File: src/rtl/slice_add_seq.sv
// Multi-cycle adder: WIDTH-bit add performed SLICE bits per clock, LSB slice first.
// Define SLICE_ADD_SUB_EN to add a 'sub' input that selects a - b.
module slice_add_seq #(
  parameter int unsigned WIDTH = 16,
  parameter int unsigned SLICE = 4
) (
  input  logic             clk,
  input  logic             rst,
  input  logic             in_valid,
  output logic             in_ready,
  input  logic [WIDTH-1:0] a,
  input  logic [WIDTH-1:0] b,
  input  logic             cin,
`ifdef SLICE_ADD_SUB_EN
  input  logic             sub,
`endif
  output logic             out_valid,
  input  logic             out_ready,
  output logic [WIDTH-1:0] sum,
  output logic             cout,
  output logic             busy
);

  localparam int unsigned NSLICE = WIDTH / SLICE;
  localparam int unsigned IDXW   = (NSLICE > 1) ? $clog2(NSLICE) : 1;
  localparam logic [IDXW-1:0] LAST = IDXW'(NSLICE - 1);

  if (SLICE == 0 || WIDTH == 0 || (WIDTH % SLICE) != 0) begin : g_bad_cfg
    $error("slice_add_seq: WIDTH must be a nonzero integer multiple of SLICE");
  end

  typedef enum logic [1:0] {StIdle, StRun, StDone} state_e;

  state_e           state_q, state_d;
  logic [IDXW-1:0]  idx_q, idx_d;
  logic             carry_q, carry_d;
  logic [WIDTH-1:0] op_a_q, op_a_d;
  logic [WIDTH-1:0] op_b_q, op_b_d;
  logic [WIDTH-1:0] sum_q, sum_d;
  logic             cout_q, cout_d;

  logic [WIDTH-1:0] b_eff;
  logic             cin_eff;
  logic [SLICE-1:0] sl_a, sl_b;
  logic [SLICE:0]   s;

`ifdef SLICE_ADD_SUB_EN
  // Subtract as a + ~b + 1; the forced carry-in replaces cin.
  assign b_eff   = sub ? ~b : b;
  assign cin_eff = sub ? 1'b1 : cin;
`else
  assign b_eff   = b;
  assign cin_eff = cin;
`endif

  always_comb begin
    sl_a = op_a_q[idx_q*SLICE +: SLICE];
    sl_b = op_b_q[idx_q*SLICE +: SLICE];
    s    = {1'b0, sl_a} + {1'b0, sl_b} + (SLICE+1)'(carry_q);
  end

  always_comb begin
    state_d = state_q;
    idx_d   = idx_q;
    carry_d = carry_q;
    op_a_d  = op_a_q;
    op_b_d  = op_b_q;
    sum_d   = sum_q;
    cout_d  = cout_q;
    unique case (state_q)
      StIdle: begin
        if (in_valid) begin
          op_a_d  = a;
          op_b_d  = b_eff;
          carry_d = cin_eff;
          idx_d   = '0;
          sum_d   = '0;
          state_d = StRun;
        end
      end
      StRun: begin
        sum_d[idx_q*SLICE +: SLICE] = s[SLICE-1:0];
        carry_d = s[SLICE];
        if (idx_q == LAST) begin
          cout_d  = s[SLICE];
          state_d = StDone;
        end else begin
          idx_d = idx_q + IDXW'(1);
        end
      end
      StDone: begin
        if (out_ready) state_d = StIdle;
      end
      default: state_d = StIdle;
    endcase
  end

  always_ff @(posedge clk or posedge rst) begin
    if (rst) begin
      state_q <= StIdle;
      idx_q   <= '0;
      carry_q <= 1'b0;
      op_a_q  <= '0;
      op_b_q  <= '0;
      sum_q   <= '0;
      cout_q  <= 1'b0;
    end else begin
      state_q <= state_d;
      idx_q   <= idx_d;
      carry_q <= carry_d;
      op_a_q  <= op_a_d;
      op_b_q  <= op_b_d;
      sum_q   <= sum_d;
      cout_q  <= cout_d;
    end
  end

  assign in_ready  = (state_q == StIdle);
  assign busy      = (state_q != StIdle);
  assign out_valid = (state_q == StDone);
  assign sum       = sum_q;
  assign cout      = cout_q;

endmodule

File: config.mk
export PLATFORM = sky130hd
export DESIGN_NAME = slice_add_seq
export DESIGN_NICKNAME = d
export VERILOG_FILES = /design/src/rtl/slice_add_seq.sv
export SDC_FILE = /design/constraint.sdc
export NUM_CORES = 1
export LEC_CHECK = 0
export CAP_MARGIN = 10
export CORE_UTILIZATION = 44
export DETAILED_ROUTE_END_ITERATION = 10
export PLACE_DENSITY = 0.76
export SYNTH_ARGS = -nofsm -noshare
export SYNTH_HDL_FRONTEND = slang
export SYNTH_SLANG_ARGS = --single-unit
File: constraint.sdc
create_clock -name clk -period 5.7 [get_ports clk]
set_input_delay 1.14 -clock clk [delete_from_list [all_inputs] [get_ports clk]]
set_output_delay 1.14 -clock clk [all_outputs]
set_load 0.05 [all_outputs]
==> impl_metrics.tcl <==
set metrics [dict create \
    postCtsSetupBuffers 0 \
    clockBufferDepth 2 \
    final_core_util 0.590 \
    p_clk_frac 0.111 \
    dp_hpwl_um 3460 \
    wire_per_inst_um 15.4 \
    skew_ns 0.00552 \
    cts_resized 0 \
    core_area_um2 5540 \
    fin_hold_ws_ns 0.492 \
    grt-ovfl-total 0 \
    port-buffer-count 56 \
    yosys_warnings 0 \
    grt_max_degree 55 \
    vias 1681 \
    first_pass_iters 4 \
    avgSynthCellArea_um2 14.7 \
    instances_no_fill 304 \
    drt-vias-per-instance 5.53 \
    fin_crit_sh 0.560 \
    drt_wl_total_um 4680 \
    fin_crit_ns 3.19 \
    track_usage 0.172 \
    antenna_found_initial 0 \
    hold_class "reg -> reg" \
    leakage_uw 0.00138 \
    worst_pin_slew_ns 0.799 \
    final_layout_size_suffix_gt1_frac 0.207 \
    holdBufCountCts 0 \
    drcViolationCount 0 \
    syn_inst 173 \
    switchingPower_uw 836 \
    ios 57 \
    peakVddDrop_mv 0.350 \
    power_frac_seq 0.345 \
    synth_seq_area_share 0.530 \
    max-slew-margin-rel 0.467 \
    rows 27 \
    drv_slew 0 \
    grt_pass1_wl_um 8220 \
    cts_tree "yes" \
    clockRootBuffer "clkbuf_8" \
    synth_area_um2 2550 \
    powerDensity_nw_per_um2 615 \
    postRouteAntennaNets 0 \
    ys_ff_latch 54 \
    clk_latency_ns 0.31 \
    fmax_ghz 0.313 \
    gp_congestion 0.763 \
    setup_viol_count_final 0 \
    rsz0062_at_grt "false" \
    drtIter0Drc 55 \
    p_comb_frac 0.544 \
    initial_core_util 0.460 \
    dieArea_um2 6100 \
    layout.nets 277 \
    synthesis.nets 219 \
    die_h_um 78.1 \
    die_width_um 78.1 \
    n_antenna_cell 0 \
    grt_pass1_vias 1723 \
    arrival_ns 2.05 \
    p_int_uw 1170 \
    clkTransAtPathRegs_ns 0.10 \
    dp.cells 295 \
    hold_viol_final 0 \
    tns_ns 0 \
    cts-htree-levels 2 \
    crit_required_ns 4.56 \
    endpoint_kind "primary output" \
    p_sw_frac 0.416 \
    synthToLayoutAreaGrowth_pct 28.2 \
    outcome "completed" \
    cts_buffers 5 \
    cp-start-kind "flip-flop" \
    cts_sinks 54 \
    synth_cell_types 33 \
    critical_path_class "reg -> out" \
    drv_cap 0 \
    critPathMaxFanout 15 \
]
power by group through the flow:
stage | logic [µW] | clock network (µW) | registers (µW)
floorplan | 773 | 0 | 750
global placement | 1070 | 0 | 698
detailed placement | 1100 | 0 | 706
CTS | 1100 | 231 | 697
global route | 1180 | 251 | 723
finish | 1090 | 224 | 693
synth_stat cells:
cell type	count	share of area
dfrtp_1	54	0.53
mux2_2	24	0.11
a22o_1	15	0.052
mux2_1	8	0.035
mux4_2	8	0.071
nand2_1	8	0.012
ha_1	7	0.034
a21o_1	5	0.015
a32o_1	4	0.016
inv_1	4	0.0059
nand2b_1	4	0.0098
a21oi_1	3	0.0059
buf_6	3	0.013
and3_1	2	0.0049
buf_2	2	0.0039
fa_1	2	0.016
nor2_1	2	0.0029
nor2b_1	2	0.0049
o21bai_1	2	0.0059
a211oi_1	1	0.0029
a31oi_1	1	0.0025
and4bb_2	1	0.0049
buf_4	1	0.0029
clkbuf_1	1	0.0015
nor3b_4	1	0.0074
nor4_4	1	0.0083
nor4b_4	1	0.0093
o21ai_0	1	0.0020
o221ai_1	1	0.0034
or2_2	1	0.0025
or3_1	1	0.0025
or3b_2	1	0.0034
xor2_1	1	0.0034
registers in the layout, indices dropped and copies added (netlist names):
register / count
op_a_q: 16
state_q: 2
cout: 1
carry_q: 1
idx_q: 2
op_b_q: 16
sum: 16
worst paths after layout:
check	startpoint	end	slack, ns	cells past startpoint
max	state_q[0]	in_ready	2.51	3
min	op_b_q[9]	op_b_q[9]	0.49	1
max reg2reg	idx_q[0]	carry_q	2.71	6
min reg2reg	op_b_q[9]	op_b_q[9]	0.49	1
max in group asynchronous	rst	idx_q[1]	4.11	3
min in group asynchronous	rst	sum[2]	1.10	2
layer usage:
metal | wire length, µm | vias up | global-route usage
li1 | - | 770 | -
met1 | 2060 | 846 | 0.236
met2 | 2310 | 57 | 0.275
met3 | 241 | 8 | 0.0395
met4 | 71 | 0 | 0.0444
met5 | 0 | - | 0
final cells by class:
cell class / instances / area [µm²]
tap: 72 / 90.1
clock buffer: 7 / 86.3
clock inverter: 1 / 8.76
sequential: 54 / 1350
timing repair buffer: 58 / 588
multi-input combinational: 108 / 1130
inverter: 4 / 15.0
fill: 460 / 2270
logic make-up after synthesis:
kind of cell / count (synthesis) / synth area share
AO/OA/AOI/OAI: 33 / 0.105
XOR/XNOR: 1 / 0.00344
adder cells (fa/ha/maj): 9 / 0.0500
buffers and inverters: 11 / 0.0275
flip-flops: 54 / 0.530
multiplexers: 40 / 0.212
AND/OR/NAND/NOR: 25 / 0.0726
cells in the final DEF, fill, tap and decap left out, types with 2 or more instances in the layout:
cell type | Yosys | routed
and3_1 | 2 | 2
ha_1 | 7 | 7
nor2_1 | 2 | 2
clkdlybuf4s50_1 | 0 | 56
fa_1 | 2 | 2
mux2_2 | 24 | 24
inv_1 | 4 | 3
nand2b_1 | 4 | 4
nand2_1 | 8 | 8
dfrtp_1 | 54 | 54
a21oi_1 | 3 | 3
a21o_1 | 5 | 5
nor2b_1 | 2 | 2
clkbuf_8 | 0 | 6
o21bai_1 | 2 | 2
mux2_1 | 8 | 8
a22o_1 | 15 | 15
a32o_1 | 4 | 4
mux4_2 | 8 | 8
critical path: stages (launching register included):
cell and delay [ns]:
dfrtp_1 0.55, or2_2 0.36, inv_1 0.05, clkdlybuf4s50_1 0.78
stage by stage:
stage | total power (µW) | setup WS [ns] | cell area, µm²
2_1_floorplan | 1520 | 3.07 | 2550
3_3_place_gp | 1770 | 2.76 | 3150
3_5_place_dp | 1800 | 2.69 | 3150
4_1_cts | 2030 | 2.50 | 3250
5_1_grt | 2160 | 2.43 | 3270
6_report | 2010 | 2.51 | 3270
Power figures use the tool's default switching activity.
